==> src/rtl/mux4_rr_arbiter.sv <==
// mux4_rr_arbiter: round-robin arbiter sharing one 4:1 word mux among four requesters,
// with a hold counter that bounds each tenure while others wait.
module mux4_rr_arbiter #(
    parameter int IW       = 8,
    parameter int MAX_HOLD = 4
) (
    input  logic          i_Clk,
    input  logic          i_Rst_n,
    input  logic [3:0]    i_Req,
    input  logic [IW-1:0] i_Data1,
    input  logic [IW-1:0] i_Data2,
    input  logic [IW-1:0] i_Data3,
    input  logic [IW-1:0] i_Data4,
    output logic [3:0]    o_Grant,
    output logic [1:0]    o_Select,
    output logic [IW-1:0] o_Data,
    output logic          o_Valid
);
    localparam int CW = $clog2(MAX_HOLD + 1);
    localparam logic [CW-1:0] HOLD = CW'(MAX_HOLD);

    typedef enum logic {IDLE, OWN} state_t;

    state_t        r_state, w_state_nxt;
    logic [1:0]    r_owner, r_last, w_owner_nxt, w_last_nxt, w_base, w_pick, w_idx;
    logic [CW-1:0] r_cnt, w_cnt_nxt, w_cnt_inc;
    logic [3:0]    r_grant, w_grant_nxt, w_others;
    logic [IW-1:0] r_data, w_data_nxt, w_mux;
    logic          r_valid, w_valid_nxt, w_beat;

    assign w_mux = r_owner == 2'd0 ? i_Data1 :
                   r_owner == 2'd1 ? i_Data2 :
                   r_owner == 2'd2 ? i_Data3 : i_Data4;
    assign w_others  = i_Req & ~(4'b0001 << r_owner);
    assign w_beat    = (r_state == OWN) && i_Req[r_owner];
    assign w_cnt_inc = r_cnt == HOLD ? r_cnt : r_cnt + 1'b1;
    // Any hand-off from OWN first makes the owner the new last winner.
    assign w_base    = r_state == OWN ? r_owner : r_last;

    always_comb begin
        w_pick = w_base;
        w_idx  = w_base;
        for (int k = 4; k >= 1; k--) begin
            w_idx = w_base + 2'(k);
            if (i_Req[w_idx]) w_pick = w_idx;
        end
    end

    always_comb begin
        w_state_nxt = r_state;
        w_owner_nxt = r_owner;
        w_last_nxt  = r_last;
        w_cnt_nxt   = r_cnt;
        w_grant_nxt = r_grant;
        w_data_nxt  = r_data;
        w_valid_nxt = 1'b0;
        if (r_state == IDLE) begin
            if (|i_Req) begin
                w_state_nxt = OWN;
                w_owner_nxt = w_pick;
                w_grant_nxt = 4'b0001 << w_pick;
                w_cnt_nxt   = '0;
            end
        end else begin
            if (w_beat) begin
                w_data_nxt  = w_mux;
                w_valid_nxt = 1'b1;
                w_cnt_nxt   = w_cnt_inc;
            end
            if (!w_beat || (w_cnt_inc == HOLD && |w_others)) begin
                w_last_nxt = r_owner;
                if (|w_others) begin
                    w_owner_nxt = w_pick;
                    w_grant_nxt = 4'b0001 << w_pick;
                    w_cnt_nxt   = '0;
                end else begin
                    w_state_nxt = IDLE;
                    w_grant_nxt = 4'b0000;
                end
            end
        end
    end

    always_ff @(posedge i_Clk) begin
        if (!i_Rst_n) begin
            r_state <= IDLE;
            r_owner <= 2'd0;
            r_last  <= 2'd3;
            r_cnt   <= '0;
            r_grant <= 4'b0000;
            r_data  <= '0;
            r_valid <= 1'b0;
        end else begin
            r_state <= w_state_nxt;
            r_owner <= w_owner_nxt;
            r_last  <= w_last_nxt;
            r_cnt   <= w_cnt_nxt;
            r_grant <= w_grant_nxt;
            r_data  <= w_data_nxt;
            r_valid <= w_valid_nxt;
        end
    end

    assign o_Grant  = r_grant;
    assign o_Select = r_owner;
    assign o_Data   = r_data;
    assign o_Valid  = r_valid;
endmodule

==> config.mk <==
export PLATFORM = sky130hd
export DESIGN_NAME = mux4_rr_arbiter
export DESIGN_NICKNAME = d
export VERILOG_FILES = /design/src/rtl/mux4_rr_arbiter.sv
export SDC_FILE = /design/constraint.sdc
export NUM_CORES = 1
export LEC_CHECK = 0
export CELL_PAD_IN_SITES_DETAIL_PLACEMENT = 1
export CELL_PAD_IN_SITES_GLOBAL_PLACEMENT = 2
export CORE_UTILIZATION = 27
export CTS_CLUSTER_SIZE = 20
export DETAILED_ROUTE_END_ITERATION = 10
export GPL_TIMING_DRIVEN = 0
export PLACE_DENSITY_LB_ADDON = 0.1
export SYNTH_ARGS = -nofsm -noshare
export SYNTH_HDL_FRONTEND = slang
export SYNTH_SLANG_ARGS = --single-unit
==> constraint.sdc <==
create_clock -name i_Clk -period 3.38 [get_ports i_Clk]
set_clock_uncertainty 0.05 [all_clocks]
set_input_delay 0.507 -clock i_Clk [delete_from_list [all_inputs] [get_ports i_Clk]]
set_output_delay 0.507 -clock i_Clk [all_outputs]
set_load 0.005 [all_outputs]
# After elaboration in Yosys (flattened, before gate mapping)
# Cells that the tools add are included.
dict set report totals {
  reg_bits 21
  in_bits 38
  output_inout_bits 15
  wordCells 72
}
dict set report classes {
  n_addsub 4
  order_cmp 4
  eq_ne 6
  shift 2
  mux 34
  bitwise_logic 2
  n_reduce_logical 13
}
# cell count
set ops {}
lappend ops {{8-bit 2-to-1 mux} 3}
lappend ops {{3-bit 2-to-1 mux} 6}
lappend ops {{2-bit 2-to-1 mux} 8}
lappend ops {{4-bit 2-to-1 mux} 4}
lappend ops {{2-bit by 3-bit less-than comparator with 1-bit output, second input constant} 4}
lappend ops {{1-bit 2-to-1 mux} 9}
lappend ops {{1-bit binary-select mux with 2-bit select} 4}
lappend ops {{2-bit AND reduction} 4}
lappend ops {{4-bit OR reduction} 2}
lappend ops {{1-bit by 2-bit << shifter with 4-bit output, first input constant} 2}
lappend ops {{3-bit equality test, second input constant} 2}
lappend ops {{2-bit adder, second input constant} 2}
lappend ops {{4-bit AND} 1}
lappend ops {{2-bit by 1-bit inequality test with 1-bit output, second input constant} 2}
lappend ops {{4-bit inverter} 1}
lappend ops {{3-bit by 1-bit adder with 3-bit output, second input constant} 1}
lappend ops {{3-bit AND reduction} 1}
lappend ops {{2-bit by 1-bit adder with 2-bit output, second input constant} 1}
lappend ops {{2-bit by 1-bit equality test with 1-bit output, second input constant} 1}
lappend ops {{2-bit equality test, second input constant} 1}
lappend ops {{1-bit logical AND} 2}
lappend ops {{2-bit logical NOT} 1}
lappend ops {{2-bit nonzero test} 1}
lappend ops {{1-bit logical NOT} 1}
lappend ops {{1-bit logical OR} 1}

# Depth between registers and ports, before layout
# Gate-level depths: netlist (run 1).
dict set report depth {
  word_depth 11
  mapped_depth 7
}

# Least setup slack after synthesis (run 1)
# OpenSTA, ideal clock, no wires.
dict set report synth_timing {
  kind {register to register}
  startpoint {register r_cnt[0]}
  endpoint {register r_grant[1], in the netlist o_Grant[1]}
  arrival_time_ns 1.951
  slack_ns 1.262
  stages_incl_launch_ff 8
  n_path_buf 0
  cell_sequence {dfxtp_1 > inv_1 > ha_1 > or3b_1 > a311oi_2 > and3_1 > o21ai_1 > a32o_2}
}
dict set report synth_between {
  elab_chain_len 7
  word_cells_on_any_way 8
  cone_classes {add/sub (1); eq/ne (3); mux (1); reduce/logical (3)}
}
# element line
set synth_lines {}
lappend synth_lines {{start, declared} 26} ;# logic [CW-1:0] r_cnt, w_cnt_nxt, w_cnt_inc;
lappend synth_lines {{start signal, assigned} 97} ;# r_cnt <= w_cnt_nxt;
lappend synth_lines {{3-bit by 1-bit adder with 3-bit output or 3-bit equality test (tied branches)} 36} ;# assign w_cnt_inc = r_cnt == HOLD ? r_cnt : r_cnt + 1'b1;
lappend synth_lines {{3-bit 2-to-1 mux *} 36}
lappend synth_lines {{3-bit equality test *} 70} ;# if (!w_beat || (w_cnt_inc == HOLD && |w_others)) begin
lappend synth_lines {{1-bit logical AND *} 70}
lappend synth_lines {{1-bit logical OR *} 70}
lappend synth_lines {{2-bit by 1-bit inequality test with 1-bit output (no source line) *} -}
lappend synth_lines {{2-bit AND reduction (no source line) *} -}
lappend synth_lines {{end signal, assigned} 98} ;# r_grant <= w_grant_nxt;
lappend synth_lines {{end, declared} 27} ;# logic [3:0] r_grant, w_grant_nxt, w_others;
# Every way passes the cells marked *; elsewhere a longest branch is shown, timed or not.
# A chain may end at the register's enable or synchronous reset.

# Worst setup path in the final report (run 1)
dict set report layout_timing {
  startpoint {input i_Req[0]}
  endpoint {register r_grant[2], in the netlist o_Grant[2]}
}
dict set report layout_between {
  elab_chain_len 9
  word_cells_on_any_way 26
  cone_classes {eq/ne (1); shift (1); mux (15); bitwise (1); reduce/logical (8)}
}
# element line
set layout_lines {}
lappend layout_lines {{start, declared} 9} ;# input logic [3:0] i_Req,
lappend layout_lines {{1-bit binary-select mux with 2-bit select} 45} ;# if (i_Req[w_idx]) w_pick = w_idx;
lappend layout_lines {{1-bit 2-to-1 mux (not written as such)} 45}
lappend layout_lines {{2-bit 2-to-1 mux (3 in a row)} 45}
lappend layout_lines {{1-bit by 2-bit << shifter with 4-bit output} {61, 74}}
lappend layout_lines {{4-bit 2-to-1 mux} 72} ;# if (|w_others) begin
lappend layout_lines {{4-bit 2-to-1 mux} 70}
lappend layout_lines {{4-bit 2-to-1 mux} 57} ;# if (r_state == IDLE) begin
# Parallel ways exist; a longest one is shown, timed or not. The select of a mux whose other input is x is not followed.

==> flow_summary.toml, run 1 <==
[layout]
finalInstanceArea_sq_mm = 0.00198
finalNetCount = 227
layout_commonest_cell = "clkdlybuf4s50_1"
antenna-diode-count = 0
layout_common_cells = "51 x clkdlybuf4s50_1, 21 x dfxtp_1, 14 x mux2i_1, 14 x nor2_1, 9 x mux4_2"
area_growth_syn_to_layout_pct = 48.0
drive_gt1_share_pct = 13.4

[die]
start_util_pct = 28.1
num_io_pins = 53
die-width_um = 72.3
placementRows = 25
dieHeight_um = 72.3
design.die.area_sq_mm = 0.00523
design.core.area_sq_mm = 0.00475

[synth]
synth.avg_cell_area_sq_um = 10.2
gate_count_post_synth = 131
synth_edf_count = 0
synthesis.area_sq_mm = 0.00134
post_synth_net_total = 171
yosysWarnings = 0
seq_area_frac_synth_pct = 31.5
synth-async-reset-ratio_pct = 0
synth_flop_cell = "dfxtp_1"
post_synth_num_cell_types = 43
synth-seq-cells = 21

[route]
route.vias.total = 1239
final_antenna_net_count = 0
drt_pre_antenna_iters = 4
routed_vias_inst = 4.90
drc = 0
avgRoutedWirePerCell_um = 15.6
routed_wl_um = 3960
detail_route.iter0.violations = 86

[worst_setup_path]
critical_path_maximum_fanout = 8
critPathCaptureType = "register"
arrival_ns = 2.74
worst-setup-path-type = "input pin to register"
critical_path_required_ns = 3.53
critPathLaunchType = "input pin"

[flow_run]
maxCapViolCount = 0

[clock_network]
root_buffer = "clkbuf_8"
max-clock-path-buffers = 2
clkSlewWorstSetupHoldPaths_ns = 0.07
total_cts_buffers = 3
hold_buffers = 0
number_of_levels_in_the_clock_h_tree = 1
cts_setup_buffers = 0
post_cts_resize_count = 0
tritoncts_num_sinks = 21
tritoncts = "yes"
worstSkewPairLatency_ns = 0.26

[timing]
slew_headroom_pct = 31.2
finalSetupViolations = 0
layout_worst_path_cycle_share_pct = 76.6
tightestPinTransition_ns = 1.02
maxClockFrequency_mhz = 386
report.final.slew_viol_count = 0
final_period_minus_worst_setup_slack_ns = 2.59
setup_repair_after_global_routing_missed_its_margin = "false"
setup_total_negative_slack_ns = 0
report.final.hold_viol_count = 0

[power]
total_leakage_power_nw = 0.772
total_power_w = 0.000822
p_comb_share_pct = 43.5
power-per-cell-area_mw_per_mm2 = 416
seq_power_share_pct = 36.5
power.switching_w = 0.000260
power.switching_fraction_pct = 31.6
clkPwrFrac_pct = 20.0
vdd_drop_max_v = 0.000167
cellInternalPower_w = 0.000563

[global_routing]
number_of_global_route_vias_before_repair = 1328
groute.usage.overall_pct = 16.0
grt_overflow_total = 0
pin_count_of_the_biggest_net_entering_global_routing = 13
global_route.usage.met3_pct = 2.36
use_met1_pct = 19.8
grt-busiest-layer = "met2"
groute.layer.met2.usage_pct = 29.0
antenna_violations_before_repair = 0
wire_length_of_the_first_global_routing_pass_um = 6440

[worst_hold_path]
hold_path_class = "register to register"

[placed_design]
dp.final_hpwl_um = 3140
dpl-instance-area_sq_mm = 0.00193
buffer_ports.inserted = 51
gp_congestion = 0.769

[outcome]
outcome = "finished, final reports clean"
[stage by stage]
stage / hold WS, ns / std cells / setup WS, ns / utilization (%)
2_1_floorplan: 0.390 / 131 / 1.26 / -
3_3_place_gp: 0.415 / 249 / 0.580 / 40.6
3_5_place_dp: 0.419 / 249 / 0.505 / 40.6
4_1_cts: 0.435 / 253 / 0.704 / 41.6
5_1_grt: 0.485 / 253 / 0.538 / 41.6
6_report: 0.424 / 253 / 0.791 / 41.6
[registers in the layout, indices dropped and copies added, names as in the netlist]
| signal | cells |
|---|---|
| r_state | 1 |
| o_Valid | 1 |
| o_Grant | 4 |
| r_cnt | 3 |
| r_last | 2 |
| o_Data | 8 |
| o_Select | 2 |
[final cells by class]
type	count	area, sq um
buffer	9	45.0
clock buffer	3	41.3
clock inverter	1	5.00
fill	560	2780
inverter	8	30.0
multi-input combinational	93	840
sequential	21	420
tap	67	83.8
timing repair buffer	51	510
[layer usage]
metal | vias to the layer above | wire length, um
met2 | 29 | 2020
met4 | 0 | 29
met3 | 4 | 156
met1 | 606 | 1750
met5 | - | 0
li1 | 600 | -
[cells in the mapped netlist (2+ instances only)]
| library cell | number | share of area [%] |
|---|---|---|
| clkbuf_1 | 4 | 1.1 |
| and2_1 | 2 | 0.94 |
| o21ai_1 | 2 | 0.75 |
| o211a_1 | 2 | 1.5 |
| a21oi_1 | 4 | 1.5 |
| o21ai_0 | 4 | 1.5 |
| buf_2 | 3 | 1.1 |
| ha_1 | 2 | 1.9 |
| nand2_1 | 7 | 2.0 |
| mux2i_1 | 14 | 10 |
| nor2_1 | 14 | 3.9 |
| mux4_2 | 9 | 15 |
| nand2b_1 | 2 | 0.94 |
| o211ai_1 | 3 | 1.7 |
| dfxtp_1 | 21 | 31 |
| inv_1 | 8 | 2.2 |
| a31oi_1 | 2 | 0.94 |
| a32o_1 | 2 | 1.5 |
| a32o_2 | 2 | 1.7 |
[path summary, 6_finish.rpt]
path | from | end | slack, ns | cells after the start
max | i_Req[0] | o_Grant[2] | 0.79 | 5
min | r_last[0] | r_last[0] | 0.42 | 2
max reg2reg | r_cnt[0] | o_Grant[2] | 0.91 | 7
min reg2reg | r_last[0] | r_last[0] | 0.42 | 2
[power by group through the flow]
stage | Clock (W) | Combinational [W] | Sequential [W]
after floorplan | 0 | 0.000215 | 0.000304
after global placement | 0 | 0.000351 | 0.000303
after detailed placement | 0 | 0.000362 | 0.000305
after CTS | 0.000173 | 0.000365 | 0.000300
after global routing | 0.000185 | 0.000389 | 0.000304
final | 0.000165 | 0.000358 | 0.000300
[kinds of logic after synthesis]
family	share of synthesized area, %
buffers and inverters	5.62
adders and majority gates	1.87
muxes	29.5
AOI/OAI and AO/OA	19.2
and+or+nand+nor	12.3
DFF	31.5
[worst max-delay path, cell delays in order]
cell,delay (ns)
clkdlybuf4s50_1,0.54
nor4_1,0.92
nand2_1,0.23
o21ai_1,0.30
a32o_1,0.24
Note: power is estimated with default switching activity, not from simulation.
==> run 2, diff against run 1 <==
--- a/config.mk
+++ b/config.mk
@@ -7,7 +7,7 @@
 export LEC_CHECK = 0
 export CELL_PAD_IN_SITES_DETAIL_PLACEMENT = 1
 export CELL_PAD_IN_SITES_GLOBAL_PLACEMENT = 2
-export CORE_UTILIZATION = 27
+export CORE_UTILIZATION = 25
 export CTS_CLUSTER_SIZE = 20
 export DETAILED_ROUTE_END_ITERATION = 10
 export GPL_TIMING_DRIVEN = 0
==> constraint.sdc (replaced) <==
create_clock -name i_Clk -period 2.5 [get_ports i_Clk]
set_clock_uncertainty 0.05 [all_clocks]
set_input_delay 0.375 -clock i_Clk [delete_from_list [all_inputs] [get_ports i_Clk]]
set_output_delay 0.375 -clock i_Clk [all_outputs]
set_load 0.005 [all_outputs]
==> flow_summary.toml, run 2 (synthesis gave the netlist of run 1 again) <==
[global_routing]
pin_count_of_the_biggest_net_entering_global_routing = 12
groute.usage.overall_pct = 14.2
antenna_violations_before_repair = 0
number_of_global_route_vias_before_repair = 1301
wire_length_of_the_first_global_routing_pass_um = 6040
grt_overflow_total = 0

[clock_network]
root_buffer = "clkbuf_8"
max-clock-path-buffers = 2
worstSkewPairLatency_ns = 0.25
tritoncts_num_sinks = 21
number_of_levels_in_the_clock_h_tree = 1
total_cts_buffers = 3
hold_buffers = 0
tritoncts = "yes"
clkSlewWorstSetupHoldPaths_ns = 0.07

[die]
dieHeight_um = 75.1
num_io_pins = 53
design.die.area_sq_mm = 0.00564
placementRows = 26
start_util_pct = 26.0
die-width_um = 75.1
design.core.area_sq_mm = 0.00514

[timing]
report.final.slew_viol_count = 0
setup_ws_ns = 0.126
report.final.hold_viol_count = 0
holdWs_ns = 0.440
maxClockFrequency_mhz = 421
tightestPinTransition_ns = 0.858
setup_repair_after_global_routing_missed_its_margin = "false"
final_period_minus_worst_setup_slack_ns = 2.37
slew_headroom_pct = 42.2
finalSetupViolations = 0
layout_worst_path_cycle_share_pct = 94.9

[worst_hold_path]
endpoint_worst_hold = "r_last[0]"
worst_hold_startpoint = "r_last[0]"
hold_path_class = "register to register"
timing.hold.worst_path_depth = 2

[worst_setup_path]
worstPathBufferInverterCount = 1
reg2reg_setup_slack_ns = 0.13
ff2ff_path_depth = 7
series_of_cell_instances_along_the_critical_path = "inv_1, ha_1, or3b_1, a311oi_4, and3_2, o21ai_1, a32o_2"
arrival_ns = 2.47
critPathMaxStageDelay_ns = 0.41
critical_path_required_ns = 2.60
rr_startpoint = "r_cnt[0]"
critPathSlowestCell = "or3b_1"
worst-setup-path-type = "register to register"
path_delay_family = "compound AO/OA/AOI/OAI gates"
critPathCaptureType = "register"
regToRegEndpoint = "o_Grant[1]"
critical_path_maximum_fanout = 6
critPathLaunchType = "register"

[layout]
finalNetCount = 227
n_fill_cell = 608
area_growth_syn_to_layout_pct = 49.2
layout_commonest_cell = "clkdlybuf4s50_1"
multiInputGateArea_sq_um = 852
layout_common_cells = "51 x clkdlybuf4s50_1, 20 x dfxtp_1, 14 x mux2i_1, 14 x nor2_1, 9 x mux4_2"
drive_gt1_share_pct = 14.0
regArea_sq_um = 422
antenna-diode-count = 0
largest_register_ff_count = 8

[placed_design]
buffer_ports.inserted = 51
gp_congestion = 0.701
dp.final_hpwl_um = 3090
place_ws_ns = -0.0740

[route]
detail_route.iter0.violations = 23
routed_wl_um = 3870
avgRoutedWirePerCell_um = 15.1
final_antenna_net_count = 0
drt_pre_antenna_iters = 4
route.vias.total = 1249
routed_vias_inst = 4.88
drc = 0

[flow_run]
maxCapViolCount = 0

[power]
total_leakage_power_nw = 0.770
power-per-cell-area_mw_per_mm2 = 554
vdd_drop_max_v = 0.000278

[outcome]
outcome = "finished, final reports clean"
[run 2: final cells by class]
| type | count | share of cell area (%) |
|---|---|---|
| buffer | 9 | 2.26 |
| multi-input combinational | 93 | 42.8 |
| sequential | 21 | 21.2 |
| tap | 70 | 4.40 |
| clock buffer | 4 | 2.26 |
| inverter | 8 | 1.51 |
| timing repair buffer | 51 | 25.6 |
[run 2: worst max path at each step]
| stage | slack (ns) | to | depth (start not counted) | startpoint |
|---|---|---|---|---|
| floorplan | 0.38 | o_Grant[1] | 7 | r_cnt[0] |
| CTS | 0.02 | o_Grant[1] | 7 | r_cnt[0] |
| finish | 0.13 | o_Grant[1] | 7 | r_cnt[0] |
| detailed placement | -0.07 | o_Grant[1] | 6 | i_Req[0] |
| global route | 0.007 | o_Grant[1] | 7 | r_cnt[0] |
| global placement | -0.09 | o_Select[0] | 6 | i_Req[0] |
[run 2: repair_timing]
action                     CTS  global route
pin swaps                    0             1
hold endpoints to repair     0             0
gates resized for setup      1             2
setup buffers                0             0
setup endpoints to repair    2             6
[run 2: per-layer routing]
layer  vias up  GRT usage, %  wire (um)
met5         -             0          0
met4         0          3.14         17
met3         2          3.35        205
met2        29          27.0       2030
met1       610          15.9       1610
li1        608             -          -
[run 2: metrics by stage]
step                area, sq um  power (W)  TNS (ns)  cells  util [%]
finish                     1990    0.00110         0    256      38.8
global route               1990    0.00118         0    256      38.8
CTS                        1980    0.00112         0    256      38.5
detailed placement         1930   0.000899    -0.263    252      37.6
floorplan                  1340   0.000702         0    131         -
global placement           1930   0.000890    -0.282    252      37.6
[run 2: power by group]
group | leakage [nW] | total [W] | switching (W) | internal [W]
Clock | 0.0228 | 0.000213 | 0.000100 | 0.000113
Sequential | 0.173 | 0.000405 | 0.0000267 | 0.000378
Combinational | 0.575 | 0.000485 | 0.000210 | 0.000275
[run 2: worst register-to-register path, delay by kind of cell, from the launching register on]
kind | cells | cell delay, ns
and+or+nand+nor | 2 | 0.72
adders and majority gates | 1 | 0.23
buffers and inverters | 1 | 0.06
AOI/OAI and AO/OA | 3 | 0.80
DFF | 1 | 0.40
==> run 3, diff against run 2 <==
--- a/config.mk
+++ b/config.mk
@@ -7,6 +7,7 @@
 export LEC_CHECK = 0
 export CELL_PAD_IN_SITES_DETAIL_PLACEMENT = 1
 export CELL_PAD_IN_SITES_GLOBAL_PLACEMENT = 2
+export CORE_MARGIN = 2
 export CORE_UTILIZATION = 25
 export CTS_CLUSTER_SIZE = 20
 export DETAILED_ROUTE_END_ITERATION = 10
==> constraint.sdc (replaced) <==
create_clock -name i_Clk -period 2.5 [get_ports i_Clk]
set_clock_uncertainty 0.05 [all_clocks]
set_input_delay 0.5 -clock i_Clk [delete_from_list [all_inputs] [get_ports i_Clk]]
set_output_delay 0.5 -clock i_Clk [all_outputs]
set_load 0.005 [all_outputs]
==> flow_summary.toml, run 3 (synthesis gave the netlist of run 1 again) <==
[global_routing]
groute.usage.overall_pct = 14.0
grt_overflow_total = 0
wire_length_of_the_first_global_routing_pass_um = 6580
pin_count_of_the_biggest_net_entering_global_routing = 13
antenna_violations_before_repair = 0
number_of_global_route_vias_before_repair = 1315

[route]
final_antenna_net_count = 0
avgRoutedWirePerCell_um = 15.8
routed_wl_um = 4050
routed_vias_inst = 4.86
route.vias.total = 1243
drt_pre_antenna_iters = 4
detail_route.iter0.violations = 81
drc = 0

[timing]
setup_ws_ns = 0.104
tightestPinTransition_ns = 0.741
report.final.hold_viol_count = 0
layout_worst_path_cycle_share_pct = 95.8
setup_repair_after_global_routing_missed_its_margin = "false"
report.final.slew_viol_count = 0
slew_headroom_pct = 50.6
final_period_minus_worst_setup_slack_ns = 2.40
finalSetupViolations = 0
holdWs_ns = 0.442
maxClockFrequency_mhz = 417

[clock_network]
tritoncts_num_sinks = 21
cts_setup_buffers = 0
tritoncts = "yes"
clkSlewWorstSetupHoldPaths_ns = 0.08
post_cts_resize_count = 1
max-clock-path-buffers = 2
root_buffer = "clkbuf_8"
number_of_levels_in_the_clock_h_tree = 1
hold_buffers = 0
total_cts_buffers = 3
worstSkewPairLatency_ns = 0.26

[worst_setup_path]
critPathMaxStageDelay_ns = 0.41
critPathCaptureType = "register"
critical_path_required_ns = 2.61
series_of_cell_instances_along_the_critical_path = "inv_1, ha_1, or3b_1, a311oi_4, and3_2, o21ai_1, a32o_2"
critical_path_maximum_fanout = 6
critPathSlowestCell = "dfxtp_2"
arrival_ns = 2.50
critPathLaunchType = "register"
critical_path.startpoint = "r_cnt[0]"
rr_startpoint = "r_cnt[0]"
worst-setup-path-type = "register to register"

[placed_design]
dp.final_hpwl_um = 3200
place_ws_ns = -0.244
buffer_ports.inserted = 51
gp_congestion = 0.781
dpl-instance-area_sq_mm = 0.00193

[die]
design.core.area_sq_mm = 0.00514
design.die.area_sq_mm = 0.00594
die-width_um = 77.1
num_io_pins = 53
placementRows = 26
dieHeight_um = 77.1
start_util_pct = 26.0

[outcome]
outcome = "finished, final reports clean"

[layout]
drive_gt1_share_pct = 15.6
area_growth_syn_to_layout_pct = 50.0
n_fill_cell = 603
antenna-diode-count = 0
finalNetCount = 227
finalInstanceArea_sq_mm = 0.00200
largest_register_ff_count = 8
layout_commonest_cell = "clkdlybuf4s50_1"
layout_common_cells = "51 x clkdlybuf4s50_1, 20 x dfxtp_1, 14 x nor2_1, 13 x mux2i_1, 9 x mux4_2"

[worst_hold_path]
worst_hold_startpoint = "r_last[0]"
hold_path_class = "register to register"

[power]
power-per-cell-area_mw_per_mm2 = 560
vdd_drop_max_v = 0.000302
total_leakage_power_nw = 0.774

[flow_run]
maxCapViolCount = 0
==> run 3: cell types whose count changed in the layout (fill, tap and decap cells not counted) <==
cell	change
nor4_1	-1
mux2i_2	+1
mux2i_1	-1
clkbuf_1	-1
nor4_2	+1
clkinv_2	+1
==> run 3: power breakdown <==
part	switching (W)	internal [W]
Clock	0.000113	0.000111
Sequential	0.0000273	0.000378
Combinational	0.000215	0.000277
Total	0.000355	0.000766
==> run 3: final timing paths <==
kind         depth (start not counted)  slack [ns]         end
max reg2reg                          7        0.10  o_Grant[1]
min                                  2        0.44   r_last[0]
min reg2reg                          2        0.44   r_last[0]
max                                  7        0.10  o_Grant[1]
==> run 3: per-layer routing <==
metal	share of wire (%)	wire [um]	vias up	global-route usage, %
met5	0	0	-	0
met4	0.59	24	0	2.14
met3	5.1	208	5	4.00
met2	51	2050	35	26.0
met1	44	1770	599	16.3
li1	-	-	604	-
==> run 3: cell type report <==
cell class,count,area (sq um),share of cell area [%]
Multi-Input combinational cell,93,862,43.0
Timing Repair Buffer,51,510,25.5
Sequential cell,21,422,21.0
Tap cell,70,87.6,4.37
Buffer,9,45.0,2.25
Clock buffer,3,41.3,2.06
Inverter,8,30.0,1.50
Clock inverter,1,5.00,0.250
==> run 3: stage by stage <==
stage | util, % | setup TNS, ns | power [W] | std cells
after floorplan | - | 0 | 0.000702 | 131
after global placement | 37.6 | -0.685 | 0.000886 | 252
after detailed placement | 37.6 | -1.40 | 0.000902 | 252
after CTS | 38.5 | 0 | 0.00114 | 256
after global routing | 39.0 | 0 | 0.00120 | 256
final | 39.0 | 0 | 0.00112 | 256
==> run 3: critical path: cells and delay by family (launching register included) <==
kind	cells	cell delay (ns)
fa+ha+maj	1	0.23
buf+inv	1	0.06
simple gates	2	0.71
flops	1	0.41
compound gates	3	0.83
==> RTL change, RTL diff (flow settings as in run 3) <==
Change the parameter `IW` from 8 to 16.
--- a/src/rtl/mux4_rr_arbiter.sv
+++ b/src/rtl/mux4_rr_arbiter.sv
@@ -1,7 +1,7 @@
 // mux4_rr_arbiter: round-robin arbiter sharing one 4:1 word mux among four requesters,
 // with a hold counter that bounds each tenure while others wait.
 module mux4_rr_arbiter #(
-    parameter int IW       = 8,
+    parameter int IW       = 16,
     parameter int MAX_HOLD = 4
 ) (
     input  logic          i_Clk,
Ports: changed (5 resized); port bits go from 53 to 93. No check against the original RTL was run, so the function may have changed too.
==> RTL change against run 3 <==
Routed wire length grew 35%. Final area grew 44%. Synthesized area grew 31%. First-iteration DRC count shrank 75%. Cell count grew 45%. Total power grew 34%. Via count grew 36%. Hold slack lost 39 ps. Synthesized cell count grew 34%. Sequential cell count grew 8. Combinational power grew 14%. Worst setup slack gained 150 ps. Critical endpoint is now o_Grant[0]$_SDFFE_PN0P_. Largest cell class unchanged. Largest power group unchanged.
==> RTL change: results (changes against run 3) <==
The met2 track utilization from global routing was 24.0% (was 26.0%); the net count of the mapped netlist was 247 (was 171). For the total placed cells including tap cells, the log shows 363 (was 252). Design area: 2880 um2 (was 2000 um2). The run gives -53.8 ps (was -244 ps) as the worst setup timing slack at the placement stage. The run gives 4310 um (was 3200 um) as the HPWL after detailed placement. The area fraction of clock buffers and clock inverters works out to 2.99% (was 2.31%). The maximum ir drop on the vdd rail came out at 250 uV (was 302 uV).

The tools report the met1 track demand over resource as 19.2% (was 16.3%). The total length of routed wires was 5480 um (was 4050 um); the fraction of registers with async set/reset was 0% (unchanged). The clock slew at the register clock pins of the worst setup and hold paths was 60 ps (was 80 ps); the count of placed standard cells in the final layout, fillers left out was 370 (was 256).

The count of buffers not belonging to the clock network in the layout was 103 (was 60); the maximum level of the CTS H-tree was 2 (was 1). The global-route wire length before repair was 8660 um (was 6580 um). Number of buffers added on ports: 92 (was 51). The detailed router's first-iteration violation count was 20 (was 81); the count of cells resized by post-cts repair was 0 (was 1).

The data arrival time of the critical path was 2370 ps (was 2500 ps). Most instantiated cells after synthesis: sky130_fd_sc_hd__nand2_1 (41), sky130_fd_sc_hd__dfxtp_1 (29), sky130_fd_sc_hd__mux4_2 (17) (was sky130_fd_sc_hd__dfxtp_1 (21), sky130_fd_sc_hd__mux2i_1 (14), sky130_fd_sc_hd__nor2_1 (14)). The maximum number of pins on one net before global-route repair came out at 11 (was 13). The clock latency at the later pin of the worst-skew pair was 290 ps (was 260 ps). The fraction of layout instances using a drive strength above 1 works out to 14.2% (was 15.6%).

The met1 routed wirelength after detailed routing is 2500 um (was 1770 um). The mux contribution to synthesized area was 26.9% (was 29.5%). The run gives 346 (was 227) as the final-stage net count. The relative area of non-clock buffer cells in the final design was 34.0% (was 27.7%).

The logs give 29 (was 21) for the clock sink count and 7 (was 3) for the layout clock buffer count. The number of instances in the synthesized netlist was 175 (was 131); the global routing usage summed across all routing layers was 14.9% (was 14.0%). Slew at the pin closest to its max-slew limit: 731 ps (was 741 ps). The routed wire length on met2 is 2590 um (was 2050 um), and the placeable core area is 6790 um2 (was 5140 um2). The register share of the cell area is 20.1% (was 21.0%), and the share of the yosys chip area belonging to registers is 33.1% (was 31.5%). The run finished with clean final reports. The fraction of met3 tracks used by global routing is 4.62% (was 4.00%). The most used flip-flop cell after synthesis was sky130_fd_sc_hd__dfxtp_1 (unchanged).

The placer congestion estimate was 0.740 (was 0.781). The cell with the largest stage delay on the worst path is sky130_fd_sc_hd__dfxtp_1 (was sky130_fd_sc_hd__dfxtp_2). The placement-stage cell area was 2800 um2 (was 1930 um2).

The total iterations of the first detailed-routing run was 4 (unchanged); the via count of the first global-routing pass was 1731 (was 1315). The detail-routed via count per cell works out to 4.58 (was 4.86). The number of flip-flops under the largest register name is 16 (was 8).
-- RTL change: power breakdown --
group	leakage [nW]	total (mW)	switching [mW]	internal [mW]
registers	0.238	0.543	0.0319	0.511
logic	0.741	0.559	0.219	0.341
clock network	0.0443	0.403	0.185	0.218
total	1.02	1.51	0.436	1.07
-- RTL change: path summary, 6_finish.rpt --
| path | startpoint | to | slack [ps] | cells past startpoint |
|---|---|---|---|---|
| min reg2reg | o_Data[6]$_SDFFE_PN0P_ | o_Data[6]$_SDFFE_PN0P_ | 400 | 2 |
| min | o_Data[6]$_SDFFE_PN0P_ | o_Data[6]$_SDFFE_PN0P_ | 400 | 2 |
| max reg2reg | r_cnt[0]$_SDFFE_PN0P_ | o_Grant[0]$_SDFFE_PN0P_ | 250 | 7 |
| max | r_cnt[0]$_SDFFE_PN0P_ | o_Grant[0]$_SDFFE_PN0P_ | 250 | 7 |
